[config.mk]
export PLATFORM = sky130hd
export DESIGN_NAME = regfile_mp
export DESIGN_NICKNAME = d
export VERILOG_FILES = /design/src/rtl/regfile_mp.sv
export SDC_FILE = /design/constraint.sdc
export NUM_CORES = 2
export LEC_CHECK = 0
export BUFFER_PORTS_ARGS = -buffer_cell sky130_fd_sc_hd__buf_4
export CAP_MARGIN = 20
export CORE_MARGIN = 2
export CORE_UTILIZATION = 30
export DETAILED_ROUTE_END_ITERATION = 7
export PLACE_DENSITY_LB_ADDON = 0.1
export SLEW_MARGIN = 0
export SYNTH_ARGS = -nofsm -noshare
export SYNTH_HDL_FRONTEND = slang
export SYNTH_SLANG_ARGS = --single-unit
[constraint.sdc]
create_clock -name clk -period 43.4 [get_ports clk]
set_input_delay 2.17 -clock clk [delete_from_list [all_inputs] [get_ports clk]]
set_output_delay 2.17 -clock clk [all_outputs]
set_load 0.02 [all_outputs]
[src/rtl/regfile_mp.sv]
// Multi-port register file with two write ports, combinational reads,
// x0 hardwired to zero, optional same-cycle write bypass and a busy scoreboard.
module regfile_mp #(
  parameter int XLEN   = 32,
  parameter int DEPTH  = 32,
  parameter int AW     = $clog2(DEPTH),
  parameter int NRD    = 2,
  parameter int BYPASS = 1
) (
  input  logic                clk,
  input  logic                rst,
  input  logic [NRD*AW-1:0]   rd_addr,
  output logic [NRD*XLEN-1:0] rd_data,
  output logic [NRD-1:0]      rd_busy,
  input  logic                wr0_en,
  input  logic [AW-1:0]       wr0_addr,
  input  logic [XLEN-1:0]     wr0_data,
  input  logic                wr1_en,
  input  logic [AW-1:0]       wr1_addr,
  input  logic [XLEN-1:0]     wr1_data,
  input  logic                bs_en,
  input  logic [AW-1:0]       bs_addr,
  output logic [DEPTH-1:0]    busy_vec
);

  localparam bit BYP = (BYPASS != 0);

  logic [XLEN-1:0]  mem_reg [DEPTH];
  logic [DEPTH-1:0] busy_reg;
  logic [DEPTH-1:0] busy_next;

  // wr1 is assigned last so it wins a same-address collision; entry 0 is never written.
  always_ff @(posedge clk or posedge rst) begin
    if (rst) begin
      for (int i = 0; i < DEPTH; i++) begin
        mem_reg[i] <= '0;
      end
      busy_reg <= '0;
    end else begin
      if (wr0_en && (wr0_addr != '0)) begin
        mem_reg[wr0_addr] <= wr0_data;
      end
      if (wr1_en && (wr1_addr != '0)) begin
        mem_reg[wr1_addr] <= wr1_data;
      end
      busy_reg <= busy_next;
    end
  end

  assign busy_next[0] = 1'b0;

  genvar gi;
  generate
    for (gi = 1; gi < DEPTH; gi++) begin : g_busy
      logic set_hit;
      logic clr_hit;
      assign set_hit = bs_en && (bs_addr == AW'(gi));
      assign clr_hit = (wr0_en && (wr0_addr == AW'(gi))) ||
                       (wr1_en && (wr1_addr == AW'(gi)));
      // A newly issued producer outranks the retiring one.
      assign busy_next[gi] = set_hit ? 1'b1 : (clr_hit ? 1'b0 : busy_reg[gi]);
    end

    for (gi = 0; gi < NRD; gi++) begin : g_rd
      logic [AW-1:0] addr;
      logic          hit0;
      logic          hit1;
      logic          set_hit;
      assign addr    = rd_addr[gi*AW +: AW];
      // Bypass is suppressed during reset so outputs stay zero while rst is held.
      assign hit0    = BYP && !rst && (addr != '0) && wr0_en && (wr0_addr == addr);
      assign hit1    = BYP && !rst && (addr != '0) && wr1_en && (wr1_addr == addr);
      assign set_hit = bs_en && (bs_addr == addr);
      assign rd_data[gi*XLEN +: XLEN] = hit1 ? wr1_data :
                                        (hit0 ? wr0_data : mem_reg[addr]);
      assign rd_busy[gi] = ((hit0 || hit1) && !set_hit) ? 1'b0 : busy_reg[addr];
    end
  endgenerate

  assign busy_vec = busy_reg;

endmodule

==> parameters.txt <==
Parameter                              Value

Die
  Full die area ... 0.226 mm²
  Vertical die dimension ... 476 µm
  Effective utilization at floorplan ... 30.1%
  Number of placement rows ... 173
  Area of the core region ... 0.222 mm²
  Count of pins on the block boundary ... 192
  Width of the chip ... 476 µm

Route
  Initial drt markers ... 6715
  Wire length per cell ... 34.6 µm
  Count of vias placed by the detailed router ... 57.4k
  Count of antenna-violating nets left after detailed routing ... 0
  Number of vias per cell after detailed routing ... 5.94
  Drt first pass iters ... 6
  Total detailed-routing wirelength ... 335 mm
  # DRC ... 0

Synth
  Synthesized Nets ... 7105
  #FFs+latches synth ... 1055
  Syn Inst Count ... 7011
  Cell area after technology mapping ... 0.0667 mm²
  Post-synth ARST share ... 100%
  Total number of yosys warnings ... 0
  Count of flip-flops with a built-in enable after synthesis ... 0
  Share of the yosys chip area belonging to registers ... 39.6%
  Synth Area per Inst ... 9.51 µm²
  Post-synth top flop ... dfrtp_1
  Cell variety after synth ... 66

Worst setup path
  Required time reported for the critical path endpoint ... 41.23 ns
  Highest net fanout along the worst path ... 120
  Startpoint type of the worst setup path ... primary input
  R2r setup slk ... 42.35 ns
  Most used cell, CP ... buf_4
  Slowest stage cell, crit path ... buf_4
  Cell breakdown of the critical path ... buf_8 > buf_12 > buf_4 > buf_4 > mux2i_1 > a22oi_1 > nand4_1 > or4_1 > a31oi_1 > buf_4
  Delay contributed by the slowest stage of the critical path ... 0.88 ns
  Crit path arrival time ... 6.99 ns
  Type of element capturing the critical path ... output pin
  Kind of critical path ... in2out

Timing
  Worst-case clock skew ... 0 ns
  Total setup violations reported at the end of the flow ... 0
  Worst-case setup margin in the final layout ... 34.24 ns
  Hold slack ... 0.397 ns
  Number of hold-slack violations in the final timing report ... 0
  Setup repair after global routing missed its margin ... false
  Max-slew violation total from the final report ... 0
  Setup TNS after final layout ... 0 ns
  Fmax ... 109 MHz
  Worst Tran Pin Value ... 1.24 ns
  Period utilisation layout ... 21.1%
  Post-layout min period ... 9.16 ns
  Relative slew slack ... 17.4%

Clock tree
  Number of H-tree levels ... 4
  # hold bufs at CTS ... 0
  Post-CTS Setup Bufs ... 0
  Clock input transition at the sequential cells of the worst setup and hold paths ... 0.06 ns
  Number of instances resized during post-cts repair ... 0
  Buffer type at the clock tree root ... clkbuf_16
  Maximum count of clock buffers along a single path ... 3
  Number of buffers inserted during clock tree synthesis ... 138
  Clk_lat worst skew ... 0.78 ns
  Clock tree from TritonCTS ... yes
  Number of clock sinks ... 1055

GRT
  Global-route congestion overflow total ... 0
  Maximum number of pins on one net before global-route repair ... 121
  Number of antenna violations at the first check in global routing ... 31
  Global-route wire length before repair ... 463 mm
  Vias in the first global route ... 55.1k
  GRT Util Overall ... 29.0%

Final layout
  Net total in the final layout ... 6661
  Relative area change from synthesis to final layout ... 11.7%
  Share of layout cells above drive strength 1 ... 16.7%
  Max FFs per register ... 1024
  Highest-count cells in the layout ignoring fill and taps ... mux2i_1 (1074), dfrtp_1 (1055), nor2_1 (888), a21oi_1 (653), nand2_1 (587)
  Most frequent standard cell in the layout excluding fill and tap cells ... mux2i_1

Place
  Hpwl dp ... 193 mm
  Setup slack at placement ... 34.14 ns
  RePlAce Congestion ... 0.853
  Number of buffer cells added on primary ports ... 190

Min path
  Hold Path Class ... reg2reg

Power
  Power, Total ... 3.55 mW
  Static leakage power ... 31.4 nW
  Power per standard cell area ... 47.7 mW/mm²
  Maximum vdd ir drop ... 0.0310 mV

Outcome
  Result of the run ... complete, no violations

Flow run
  Maxcap violations ... 0
Yosys cell counts (3+ instances only):
cell type | instances | share of area, %
nor4bb_1 | 4 | 0.060
xnor2_1 | 10 | 0.13
o21ai_0 | 218 | 1.6
nand4_1 | 44 | 0.41
and2_1 | 11 | 0.10
a21oi_1 | 653 | 4.9
a31oi_1 | 211 | 2.0
nand2b_1 | 12 | 0.11
dfrtp_1 | 1055 | 40
nor4_1 | 6 | 0.056
clkbuf_2 | 9 | 0.068
mux2i_1 | 1074 | 16
nand4b_1 | 4 | 0.053
o22a_1 | 32 | 0.42
o22ai_1 | 123 | 1.2
buf_6 | 16 | 0.27
o31ai_1 | 30 | 0.34
a32o_1 | 19 | 0.29
nand2_1 | 623 | 3.5
a22oi_1 | 189 | 2.1
inv_1 | 34 | 0.19
o21ai_1 | 21 | 0.16
buf_2 | 96 | 0.72
and3_1 | 3 | 0.028
mux2_2 | 126 | 2.1
a22o_1 | 3 | 0.039
nor2b_1 | 14 | 0.13
clkbuf_1 | 661 | 3.7
nand3_1 | 43 | 0.32
or2_2 | 62 | 0.58
nor2_1 | 912 | 5.1
nor4b_1 | 3 | 0.039
or4_1 | 32 | 0.36
nand4bb_1 | 3 | 0.051
xor2_1 | 20 | 0.26
and4b_1 | 3 | 0.045
a32oi_1 | 165 | 2.2
buf_4 | 17 | 0.19
mux4_2 | 271 | 9.1
buf_1 | 113 | 0.64
nor3_1 | 36 | 0.27
layer usage:
layer,GRT usage (%),part of all wire (%),wire length (µm),vias up
met5,0,0.0096,32,-
met4,12.8,4.6,15500,4
met3,5.67,7.7,25900,557
met2,44.0,44,149000,2784
met1,40.0,43,145000,29491
li1,-,-,-,24565
power breakdown:
group          internal [mW]  leakage [nW]  switching [mW]
Sequential              1.24          12.8           0.251
Clock                  0.688          2.23           0.495
Combinational          0.429          16.4           0.445
final timing paths:
kind,startpoint,endpoint,depth (start not counted)
min in group asynchronous,rst,mem_reg[47],2
worst min register to register,mem_reg[1015],mem_reg[1015],0
worst max register to register,busy_vec[14],busy_vec[14],1
worst max-delay path,rd_addr[0],rd_data[21],10
max in group asynchronous,rst,mem_reg[407],5
worst min-delay path,mem_reg[1015],mem_reg[1015],0
layout make-up:
type                            instances  area [µm²]
Fill cell                           22552      147000
Inverter                               34         135
Tap cell                             2975        3720
Clock buffer                          201        4090
Sequential cell                      1055       26400
Timing Repair Buffer                  328        2600
Multi-Input combinational cell       5010       37100
Antenna cell                           18        45.0
Clock inverter                         43         418
stage by stage:
stage,utilization [%],cell area (µm²),instances
floorplan,-,66700,7011
global placement,31.5,69800,9395
detailed placement,31.5,69800,9397
CTS,33.5,74300,9641
global route,33.6,74500,9661
finish,33.6,74500,9664
cells by family after synthesis:
family | synth area share (%)
other | 0.00562
buffers and inverters | 5.80
xor gates and xnor gates | 0.394
and+or+nand+nor | 11.5
DFF | 39.6
AOI/OAI and AO/OA | 15.4
muxes | 27.4
worst max-delay path, delay by kind of cell:
kind / cells / cell delay, ns
AOI/OAI and AO/OA: 2 / 0.45
buffers and inverters: 5 / 3.02
muxes: 1 / 0.16
and+or+nand+nor: 2 / 0.97
Note: power is estimated with default switching activity, not from simulation.
